File: src/rtl/prime_candidate_gen.sv
// Prime candidate generator: draws odd, full-size candidates from a Galois LFSR, hands each to
// the prime checker over a ready/done handshake and keeps the first two distinct primes as p and q.
module prime_candidate_gen #(
    parameter int unsigned WIDTH     = 32,
    parameter int unsigned MAX_TRIES = 1024,
    parameter int unsigned CHK_LAT   = 4
) (
    input  logic             clk,
    input  logic             reset_n,
    input  logic             start,
    input  logic [WIDTH-1:0] seed,
    output logic [WIDTH-1:0] candidate,
    output logic             checker_ready,
    input  logic             checker_done,
    input  logic             checker_isprime,
    output logic [WIDTH-1:0] p,
    output logic [WIDTH-1:0] q,
    output logic             busy,
    output logic             done,
    output logic             fail
);

    localparam int unsigned TriesW = $clog2(MAX_TRIES + 1);
    localparam int unsigned LatW   = $clog2(CHK_LAT + 2);

    localparam logic [WIDTH-1:0]  Poly      = WIDTH'(32'h80200003);
    localparam logic [TriesW-1:0] TriesMax  = TriesW'(MAX_TRIES);
    localparam logic [LatW-1:0]   LatMax    = LatW'(CHK_LAT);

    typedef enum logic [2:0] {
        StIdle,
        StIssue,
        StWaitChk,
        StEval,
        StDone,
        StFail
    } state_e;

    state_e            state;
    logic [WIDTH-1:0]  lfsr;
    logic [WIDTH-1:0]  lfsr_next;
    logic [WIDTH-1:0]  shaped;
    logic [TriesW-1:0] tries;
    logic [LatW-1:0]   lat_cnt;
    logic              have_p;
    logic              verdict;

    assign lfsr_next = (lfsr >> 1) ^ (lfsr[0] ? Poly : '0);
    // Force full size (MSB) and oddness (LSB).
    assign shaped    = {1'b1, lfsr[WIDTH-2:1], 1'b1};

    always_ff @(posedge clk or negedge reset_n) begin
        if (!reset_n) begin
            state         <= StIdle;
            lfsr          <= WIDTH'(1);
            candidate     <= '0;
            p             <= '0;
            q             <= '0;
            tries         <= '0;
            lat_cnt       <= '0;
            have_p        <= 1'b0;
            verdict       <= 1'b0;
            checker_ready <= 1'b0;
            busy          <= 1'b0;
            done          <= 1'b0;
            fail          <= 1'b0;
        end else begin
            checker_ready <= 1'b0;
            case (state)
                StIdle, StDone, StFail: begin
                    if (start) begin
                        lfsr   <= (seed == '0) ? WIDTH'(1) : seed;
                        tries  <= '0;
                        have_p <= 1'b0;
                        p      <= '0;
                        q      <= '0;
                        done   <= 1'b0;
                        fail   <= 1'b0;
                        busy   <= 1'b1;
                        state  <= StIssue;
                    end
                end
                StIssue: begin
                    candidate     <= shaped;
                    checker_ready <= 1'b1;
                    lfsr          <= lfsr_next;
                    tries         <= tries + 1'b1;
                    lat_cnt       <= '0;
                    state         <= StWaitChk;
                end
                StWaitChk: begin
                    // A done level left over from the previous check is ignored until the
                    // latency window has elapsed.
                    if (lat_cnt != LatMax) begin
                        lat_cnt <= lat_cnt + 1'b1;
                    end else if (checker_done) begin
                        verdict <= checker_isprime;
                        state   <= StEval;
                    end
                end
                StEval: begin
                    if (verdict && !have_p) begin
                        p      <= candidate;
                        have_p <= 1'b1;
                    end
                    if (verdict && have_p && (candidate != p)) begin
                        q     <= candidate;
                        done  <= 1'b1;
                        busy  <= 1'b0;
                        state <= StDone;
                    end else if (tries == TriesMax) begin
                        fail  <= 1'b1;
                        busy  <= 1'b0;
                        state <= StFail;
                    end else begin
                        state <= StIssue;
                    end
                end
                default: state <= StIdle;
            endcase
        end
    end

endmodule

File: config.mk
export PLATFORM = sky130hd
export DESIGN_NAME = prime_candidate_gen
export DESIGN_NICKNAME = d
export VERILOG_FILES = /design/src/rtl/prime_candidate_gen.sv
export SDC_FILE = /design/constraint.sdc
export NUM_CORES = 1
export LEC_CHECK = 0
export BUFFER_PORTS_ARGS = -buffer_cell sky130_fd_sc_hd__clkbuf_2
export CORE_MARGIN = 10
export CORE_UTILIZATION = 55
export DETAILED_ROUTE_END_ITERATION = 10
export PLACE_DENSITY = 0.92
export SYNTH_ARGS = -nofsm -noshare
export SYNTH_HDL_FRONTEND = slang
export SYNTH_SLANG_ARGS = --single-unit
File: constraint.sdc
create_clock -name clk -period 1.84 [get_ports clk]
set_clock_uncertainty 0.05 [all_clocks]
set_input_delay 0.46 -clock clk [delete_from_list [all_inputs] [get_ports clk]]
set_output_delay 0.46 -clock clk [all_outputs]
set_load 0.01 [all_outputs]
======== After elaboration in Yosys (flattened, before gate mapping) ========
Index checks and enable logic that the tools add are counted.
storage, ports and cells
  input port bits ......................... 37
  logic and storage cells ................. 84
  register bits after elaboration ......... 151
operators by class
  $add $sub $neg .......................... 2
  eq/ne operators ......................... 17
  mux-type cells .......................... 32
  bitwise logic cells ..................... 2
  reductions and logical operators ........ 18
operators with widths
  cell                                                                   count
  32-bit two-way mux                                                     6
  32-bit case mux with 2 select lines                                    3
  32-bit zero test                                                       1
  32-bit != test                                                         1
  31-bit by 32-bit bitwise XOR with 32-bit output                        1
  11-bit case mux with 2 select lines                                    1
  3-bit two-way mux                                                      6
  2-bit != test, second input constant                                   8
  3-bit AND reduction                                                    5
  3-bit case mux with 4 select lines                                     1
  11-bit by 1-bit adder with 11-bit output, second input constant        1
  11-bit equality test, second input constant                            1
  11-bit two-way mux                                                     1
  1-bit two-way mux                                                      9
  1-bit case mux with 2 select lines                                     4
  3-bit by 2-bit equality test with 1-bit output, second input constant  2
  3-bit equality test, second input constant                             2
  3-bit != test, second input constant                                   2
  3-bit case mux with 2 select lines                                     1
  2-bit nonzero test                                                     3
  2-bit AND reduction                                                    2
  4-bit AND reduction                                                    1
  3-bit by 1-bit adder with 3-bit output, second input constant          1
  3-bit by 1-bit equality test with 1-bit output, second input constant  1
  5 further kinds                                                        7

======== Depth between registers and ports, before layout ========
Gate-level depths: netlist (run 1).
  depth in word-level cells ............... 4
  gate-level depth with buffers ........... 7
  mapped depth without buffers ............ 6

======== Worst setup path after synthesis (run 1) ========
Ideal clock, no wire load.
  path kind ............................... register -> register
  start ................................... register candidate[11]
  end ..................................... register done
  data required time ...................... 1.672 ns
  stages on the path, launching flop included .. 7
  arrival time ............................ 1.565 ns
  library setup time ...................... 0.118 ns
  slack ................................... 0.107 ns
  buffers on the path ..................... 1
  cell sequence ........................... dfrtp_1 > xnor2_1 > nand4_1 > nor4_2 > a211oi_4 > buf_6 > a21o_1
on the way
  longest elaborated chain between the ends .. 4
ends and longest elaborated chain
  item                           line  RTL
  start, declared                12    output logic [WIDTH-1:0] candidate,
  start signal, assigned         84    candidate <= shaped;
  32-bit != test                 106   if (verdict && have_p && (candidate != p)) begin
  1-bit logical AND              106
  2-bit != test (no line)        --
  3-bit AND reduction (no line)  --
  end signal, assigned           65    done <= 1'b0;
  end signal, assigned           77    done <= 1'b0;
  end signal, assigned           108   done <= 1'b1;
  end, declared                  19    output logic done,
Every way passes these cells.
A chain may end at the register's enable or synchronous reset.

======== Worst setup path in the final report (run 1) ========
  start ................................... register p[28]
  end ..................................... register q[10]
on the way
  longest elaborated chain between the ends .. 4
ends and longest elaborated chain
  item                           line  RTL
  start, declared                16    output logic [WIDTH-1:0] p,
  start signal, assigned         103   p <= candidate;
  32-bit != test                 106
  1-bit logical AND              106
  2-bit != test (no line)        --
  3-bit AND reduction (no line)  --
  end signal, assigned           107   q <= candidate;
  end, declared                  17    output logic [WIDTH-1:0] q,
Every way passes these cells.

==> key figures, run 1 <==
Outcome
  – Outcome: complete, but fails checks
  – Failing checks: setup timing

Synth
  – Mapped Cells: around 650
  – Mapped Area: around 0.0065 sq mm
  – Synth async-reset ratio: 1.00
  – Seq/Total Area, Yosys: 0.569
  – Avg Inst Size Synth: ~10 sq um
  – Post-Syn Nets: around 690
  – EDFF count, synth: 0
  – Top FF cell, synth: dfrtp_1
  – Flop and latch count out of synthesis: between 100 and 150
  – Synth cell types: 44
  – Synth warnings: 0

Placed design
  – Place WS: -0.213 ns
  – Routability cong.: between 0.9 and 1
  – Number of port buffers: 136
  – DP HPWL: 13.8 mm

Final layout
  – Fin nets: ~860
  – Most frequent cells in the layout: nand2_1, dfrtp_1, clkbuf_2, buf_4, o21ai_0
  – ANT cells: 0
  – Area Growth Syn to Fin: 30.6%
  – Layout cells sized above 1: 0.301
  – Most common cell after layout, fill and taps aside: nand2_1

Global routing
  – Total global routing overflow: 0
  – Initial antenna violation count: 0
  – Largest net degree at the start of global routing: 71
  – Total GRT Usage: 0.256
  – Vias in the first global route: 5961
  – Global-route wire length before repair: approximately 33 mm

Die
  – Die area: between 0.015 and 0.02 sq mm
  – Die Wd: around 130 microns
  – # rows: 39
  – Die height: around 130 microns
  – Core Area: about 0.012 sq mm
  – Initial Util: 0.566
  – Num ports: 137

Power
  – PwrDens: between 1500 and 2000 mW/mm^2
  – Static Leak: about 4.1 nW
  – Peak supply drop: between 0.7 and 0.8 mV

Routing
  – Post-DRT Antenna Nets: 0
  – Starting DRT DRC Count: around 1100
  – Number of vias per cell: around 6.4
  – TritonRoute pass-1 iters: 7
  – DR vias: between 6000 and 7000
  – Wire per inst: 24.0 microns
  – Routed WL: roughly 23 mm
  – Drt drc: 0

Hold path
  – Worst min-delay path category: input pin to flop
  – Min-delay src: seed[2]

Critical path
  – Kind of critical path: flop to flop
  – Setup crit start: p[28]$_DFFE_PN0P_
  – Crit end category: flop
  – CP Data Arrival Time: approximately 2.4 ns
  – Critical Path Fanout Max: 14
  – Worst R2R Start: p[28]$_DFFE_PN0P_
  – Setup crit start kind: flop
  – Worst path required time: between 2 and 2.5 ns

Clock network
  – Clock transition at path regs: approximately 0.060 ns
  – CTS Root Buffer Type: clkbuf_16
  – Clk buf depth: 2
  – TritonCTS clock tree: yes
  – Clk sinks: approximately 150
  – H-tree Lvls: 4
  – Worst-Skew Late Latency: between 0.4 and 0.5 ns
  – Num CTS Buffers: 17

Timing
  – Slew HR: 0.701
  – Final worst path period share: 1.17
  – Worst Max-Slew Pin Slew: approximately 0.44 ns
  – RSZ-0062 raised after global routing: true
  – Final setup viols: 48
  – Final setup margin: -0.304 ns
  – Final hold vios: 0
  – Min Clock Period, post-route: 2.14 ns
  – Max Transition Viols Final: 0
  – Hold slack final: between 0.2 and 0.25 ns
  – Fmax: ~470 MHz

Flow run
  – Max-cap violations: 0
logic make-up (layout without fill, tap and decap cells):
kind of cell | count (synthesis) | in the layout | share of synthesized area
simple gates | 237 | 237 | 0.159
flops | 148 | 148 | 0.569
compound gates | 111 | 111 | 0.114
buf+inv | 75 | 261 | 0.0496
mux | 36 | 36 | 0.0555
xor+xnor | 34 | 34 | 0.0457
fa+ha+maj | 4 | 4 | 0.00769
report_power, final:
part / total [W] / leakage (nW) / internal, W / switching [W]
clock: 0.00366 / 0.301 / 0.00228 / 0.00138
sequential: 0.00524 / 1.95 / 0.00421 / 0.00103
combinational: 0.00572 / 1.88 / 0.00212 / 0.00360
metrics by stage:
| stage | std cells | utilization | setup TNS [ns] | total power [W] | area (sq um) |
|---|---|---|---|---|---|
| 6_report | 974 | 0.738 | -9.77 | 0.0146 | 8500 |
| 5_1_grt | 974 | 0.738 | -11.51 | 0.0151 | 8500 |
| 4_1_cts | 967 | 0.722 | -2.25 | 0.0138 | 8320 |
| 3_5_place_dp | 934 | 0.666 | -6.15 | 0.00991 | 7670 |
| 3_3_place_gp | 934 | 0.666 | -4.64 | 0.00973 | 7670 |
| 2_1_floorplan | 645 | - | 0 | 0.00771 | 6510 |
worst max-delay path, cell delays in order (launching register included):
cell	delay (ns)
dfrtp_1	0.44
xnor2_2	0.28
nand4_1	0.25
nor4_4	0.48
a211oi_4	0.16
buf_12	0.19
mux2i_1	0.19
Yosys cell counts (4+ instances only):
| library cell | count | share of area |
|---|---|---|
| a21oi_1 | 6 | 0.0046 |
| a22oi_1 | 20 | 0.023 |
| buf_2 | 6 | 0.0046 |
| clkbuf_1 | 25 | 0.014 |
| dfrtp_1 | 147 | 0.56 |
| ha_1 | 4 | 0.0077 |
| inv_1 | 37 | 0.021 |
| mux2i_1 | 35 | 0.054 |
| nand2_1 | 175 | 0.10 |
| nand3_1 | 15 | 0.012 |
| nand4_1 | 13 | 0.012 |
| nor2_1 | 7 | 0.0040 |
| nor4_1 | 10 | 0.0096 |
| o21ai_0 | 39 | 0.030 |
| o31ai_1 | 34 | 0.039 |
| xnor2_1 | 31 | 0.042 |
metal layers:
metal | global-route usage | wire, microns
met1 | 0.295 | 7970
met3 | 0.0768 | 2790
met2 | 0.420 | 10700
met5 | 0 | 0
met4 | 0.143 | 1940
final timing paths:
check	to	depth (start not counted)	slack, ns
max reg2reg	q[10]$_DFFE_PN0P_	6	-0.30
min in group asynchronous	q[5]$_DFFE_PN0P_	2	0.47
min	lfsr[2]$_DFFE_PN0P_	3	0.21
max in group asynchronous	lfsr[0]$_DFFE_PN1P_	3	0.68
max	q[10]$_DFFE_PN0P_	6	-0.30
min reg2reg	tries[10]$_DFFE_PN0P_	1	0.45
flip-flops by register name (all words and copies together) (netlist names):
register and count:
done 1, tries 11, lat_cnt 3, candidate 31
fail 1, have_p 1, q 31, checker_ready 1
lfsr 32, state 3, busy 1, p 31
verdict 1
layout make-up:
type | count | area (sq um)
fill | 632 | 3010
clock buffer | 24 | 492
clock inverter | 8 | 121
multi-input combinational | 422 | 2630
tap | 143 | 179
timing repair buffer | 191 | 1240
sequential | 148 | 3700
inverter | 38 | 145
what timing repair did:
| action | 4_1_cts | 5_1_grt |
|---|---|---|
| gates resized for setup | 3 | 21 |
| hold endpoints to repair | 35 | 0 |
| pin swaps | 1 | 5 |
| gates cloned | 0 | 2 |
| setup endpoints to repair | 36 | 70 |
| buffers inserted | 0 | 5 |
| hold buffers | 1 | 0 |
Power figures use the tool's default switching activity.
==> run 2: changes to the inputs <==
--- a/config.mk
+++ b/config.mk
@@ -9,6 +9,7 @@
 export CORE_MARGIN = 10
 export CORE_UTILIZATION = 55
 export DETAILED_ROUTE_END_ITERATION = 10
+export MAX_ROUTING_LAYER = met4
 export PLACE_DENSITY = 0.92
 export SYNTH_ARGS = -nofsm -noshare
 export SYNTH_HDL_FRONTEND = slang
==> run 2 against run 1 <==
The flow still finishes with violations (setup timing). Flip-flop and latch count is the same. Hold slack better by 0.0013 ns. Cell area shrank 0.19%. Critical endpoint is now p[1]$_DFFE_PN0P_. Count of clock-buffer cells in the layout stayed put. Largest power group unchanged. Sequential power is essentially flat.
==> key figures, run 2 (synthesized netlist as in run 1, its figures left out) <==
Clock network
  – Clock transition at path regs: 0.06 ns (about the same)
  – Num CTS Buffers: 17 (unchanged)
  – Clk sinks: 148 (unchanged)
  – Clk buf depth: 2 (unchanged)
  – CTS Root Buffer Type: clkbuf_16
  – Worst-Skew Late Latency: 0.44 ns (about the same)
  – H-tree Lvls: 4 (unchanged)
  – TritonCTS clock tree: yes

Routing
  – TritonRoute pass-1 iters: 8 (+1)
  – Starting DRT DRC Count: 1126 (+2.3%)
  – Post-DRT Antenna Nets: 0 (unchanged)
  – Wire per inst: 24.2 microns (+0.90%)
  – DR vias: 6307 (+0.59%)
  – Number of vias per cell: 6.47 (+0.49%)
  – Routed WL: 23.6 mm (+1.0%)
  – Drt drc: 0 (unchanged)

Placed design
  – Routability cong.: 0.944 (+1.8%)
  – Number of cells after detailed placement: 934 (unchanged)
  – DP HPWL: 13.8 mm (unchanged)
  – Number of port buffers: 136 (unchanged)
  – Dpl cell area: 0.00767 sq mm (unchanged)

Global routing
  – Total global routing overflow: 0 (unchanged)
  – Total GRT Usage: 0.265 (+0.00876)
  – Vias in the first global route: 5961 (unchanged)
  – Initial antenna violation count: 0 (unchanged)
  – Global-route wire length before repair: 33.1 mm (about the same)
  – Largest net degree at the start of global routing: 71 (unchanged)

Die
  – # rows: 39 (unchanged)
  – Die area: 0.0166 sq mm (unchanged)
  – Num ports: 137 (unchanged)
  – Initial Util: 0.566 (unchanged)
  – Core Area: 0.0115 sq mm (unchanged)
  – Die height: 129 microns (unchanged)
  – Die Wd: 129 microns (unchanged)

Critical path
  – CP Data Arrival Time: 2.33 ns (-0.11 ns)
  – Worst path required time: 2.06 ns (-0.07 ns)
  – Most common cell on crit path: buf_4
  – CP delay by family, top: compound AO/OA/AOI/OAI gates
  – Crit end category: flop
  – Worst path slowest cell: o31ai_2
  – Setup crit start kind: flop
  – Kind of critical path: flop to flop
  – Max stage delay on crit path: 0.45 ns (-0.03 ns)
  – Cell Chain, Critical Path: nor2b_4, buf_4, nor3_4, a31oi_4, buf_4, clkbuf_16, o31ai_2
  – Critical Path Fanout Max: 14 (unchanged)
  – WP buf/inv: 3 (+2)

Final layout
  – Largest Register: lfsr
  – Area of the multi-input gates: 0.00258 sq mm (-1.8%)
  – ANT cells: 0 (unchanged)
  – Fin nets: 860 (+0.12%)
  – Final Non-Filler Cells: 975 (+0.10%)
  – Most common cell after layout, fill and taps aside: nand2_1
  – Sequential cell area: 0.00371 sq mm (about the same)
  – Layout cells sized above 1: 0.292 (-0.00878)
  – Most frequent cells in the layout: nand2_1, dfrtp_1, clkbuf_2, buf_4, o21ai_0
  – Max FFs per register: 32 (unchanged)
  – Post-route cell area: 0.00849 sq mm (-0.19%)
  – Area Growth Syn to Fin: 30.3%
  – Fillers: 634 (+0.32%)

Timing
  – Final worst path period share: 1.15 (-0.0152)
  – Slew HR: 0.651 (-0.0504)
  – Min Clock Period, post-route: 2.12 ns (-0.0280 ns)
  – Final setup margin: -0.276 ns (+0.0280 ns)
  – Fmax: 473 MHz (+1.3%)
  – Final setup viols: 38 (-21%)
  – Final hold vios: 0 (unchanged)
  – Worst Max-Slew Pin Slew: 0.521 ns (+0.0766 ns)
  – Max Transition Viols Final: 0 (unchanged)
  – Hold slack final: 0.214 ns (+0.00133 ns)
  – RSZ-0062 raised after global routing: true

Flow run
  – Max-cap violations: 0 (unchanged)

Power
  – Static Leak: 4.12 nW (about the same)
  – PwrDens: 1730 mW/mm^2 (+0.47%)
  – Peak supply drop: 0.981 mV (+37%)
  – Total power: 0.0147 W (+0.28%)

Hold path
  – Worst min-delay path category: input pin to flop

Outcome
  – Outcome: complete, but fails checks
  – Failing checks: setup timing
-- run 2: cell types whose count changed in the layout (fill, tap and decap cells not counted) --
cell       before  now
o31ai_1        23   30
o31ai_2        10    3
buf_6           1    2
buf_4          44   43
xnor2_1        26   27
dfrtp_1       147  146
a21oi_1         5    6
xnor2_2         5    4
a21oi_2         1    0
clkbuf_16      19   20
dfrtp_2         0    1
o21ai_1         1    0
o21ai_0        38   39
-- run 2: layout make-up --
type / count / share of cell area
Clock buffer: 24 / 0.0579
Clock inverter: 8 / 0.0143
Tap cell: 143 / 0.0211
Timing Repair Buffer: 192 / 0.149
Inverter: 38 / 0.0171
Sequential cell: 148 / 0.437
Multi-Input combinational cell: 422 / 0.304
-- run 2: worst paths after layout --
path / from / endpoint / slack (ns) / cells past startpoint
max: state[0]$_DFFE_PN0P_ / p[1]$_DFFE_PN0P_ / -0.28 / 7
min: seed[2] / lfsr[2]$_DFFE_PN0P_ / 0.21 / 3
max reg2reg: state[0]$_DFFE_PN0P_ / p[1]$_DFFE_PN0P_ / -0.28 / 7
min reg2reg: lfsr[8]$_DFFE_PN0P_ / lfsr[8]$_DFFE_PN0P_ / 0.45 / 2
max in group asynchronous: reset_n / lfsr[0]$_DFFE_PN1P_ / 0.69 / 3
min in group asynchronous: reset_n / q[5]$_DFFE_PN0P_ / 0.47 / 2
-- run 2: tightest hold or removal path, stage by stage --
cell and delay, ns:
clkbuf_2 0.09, nand2_1 0.04, nand3_1 0.07
-- run 2: report_power, final --
part           switching (W)  total [W]  internal (W)
Sequential           0.00103    0.00524       0.00421
Clock                0.00139    0.00367       0.00228
Combinational        0.00360    0.00575       0.00215
Total                0.00602     0.0147       0.00864
-- run 2: stage by stage --
stage          setup TNS [ns]  utilization  setup slack (ns)
6_report                -8.24        0.737            -0.276
3_5_place_dp            -6.15        0.666            -0.213
4_1_cts                 -2.25        0.722            -0.103
5_1_grt                -10.61        0.737            -0.314
2_1_floorplan               0            -             0.107
3_3_place_gp            -4.64        0.666            -0.159
-- run 2: timing repair --
action,in CTS,in global routing
setup buffers,0,5
gates cloned,0,3
endpoints found under the hold margin,35,0
resized for setup,3,13
endpoints found under the setup margin,36,70
pin swaps,1,5
hold buffers,1,0
-- run 2: routing by layer --
layer	routed length, microns	track usage
met1	7950	0.303
met2	11000	0.417
met3	2780	0.0739
met4	1880	0.141
met5	0	-
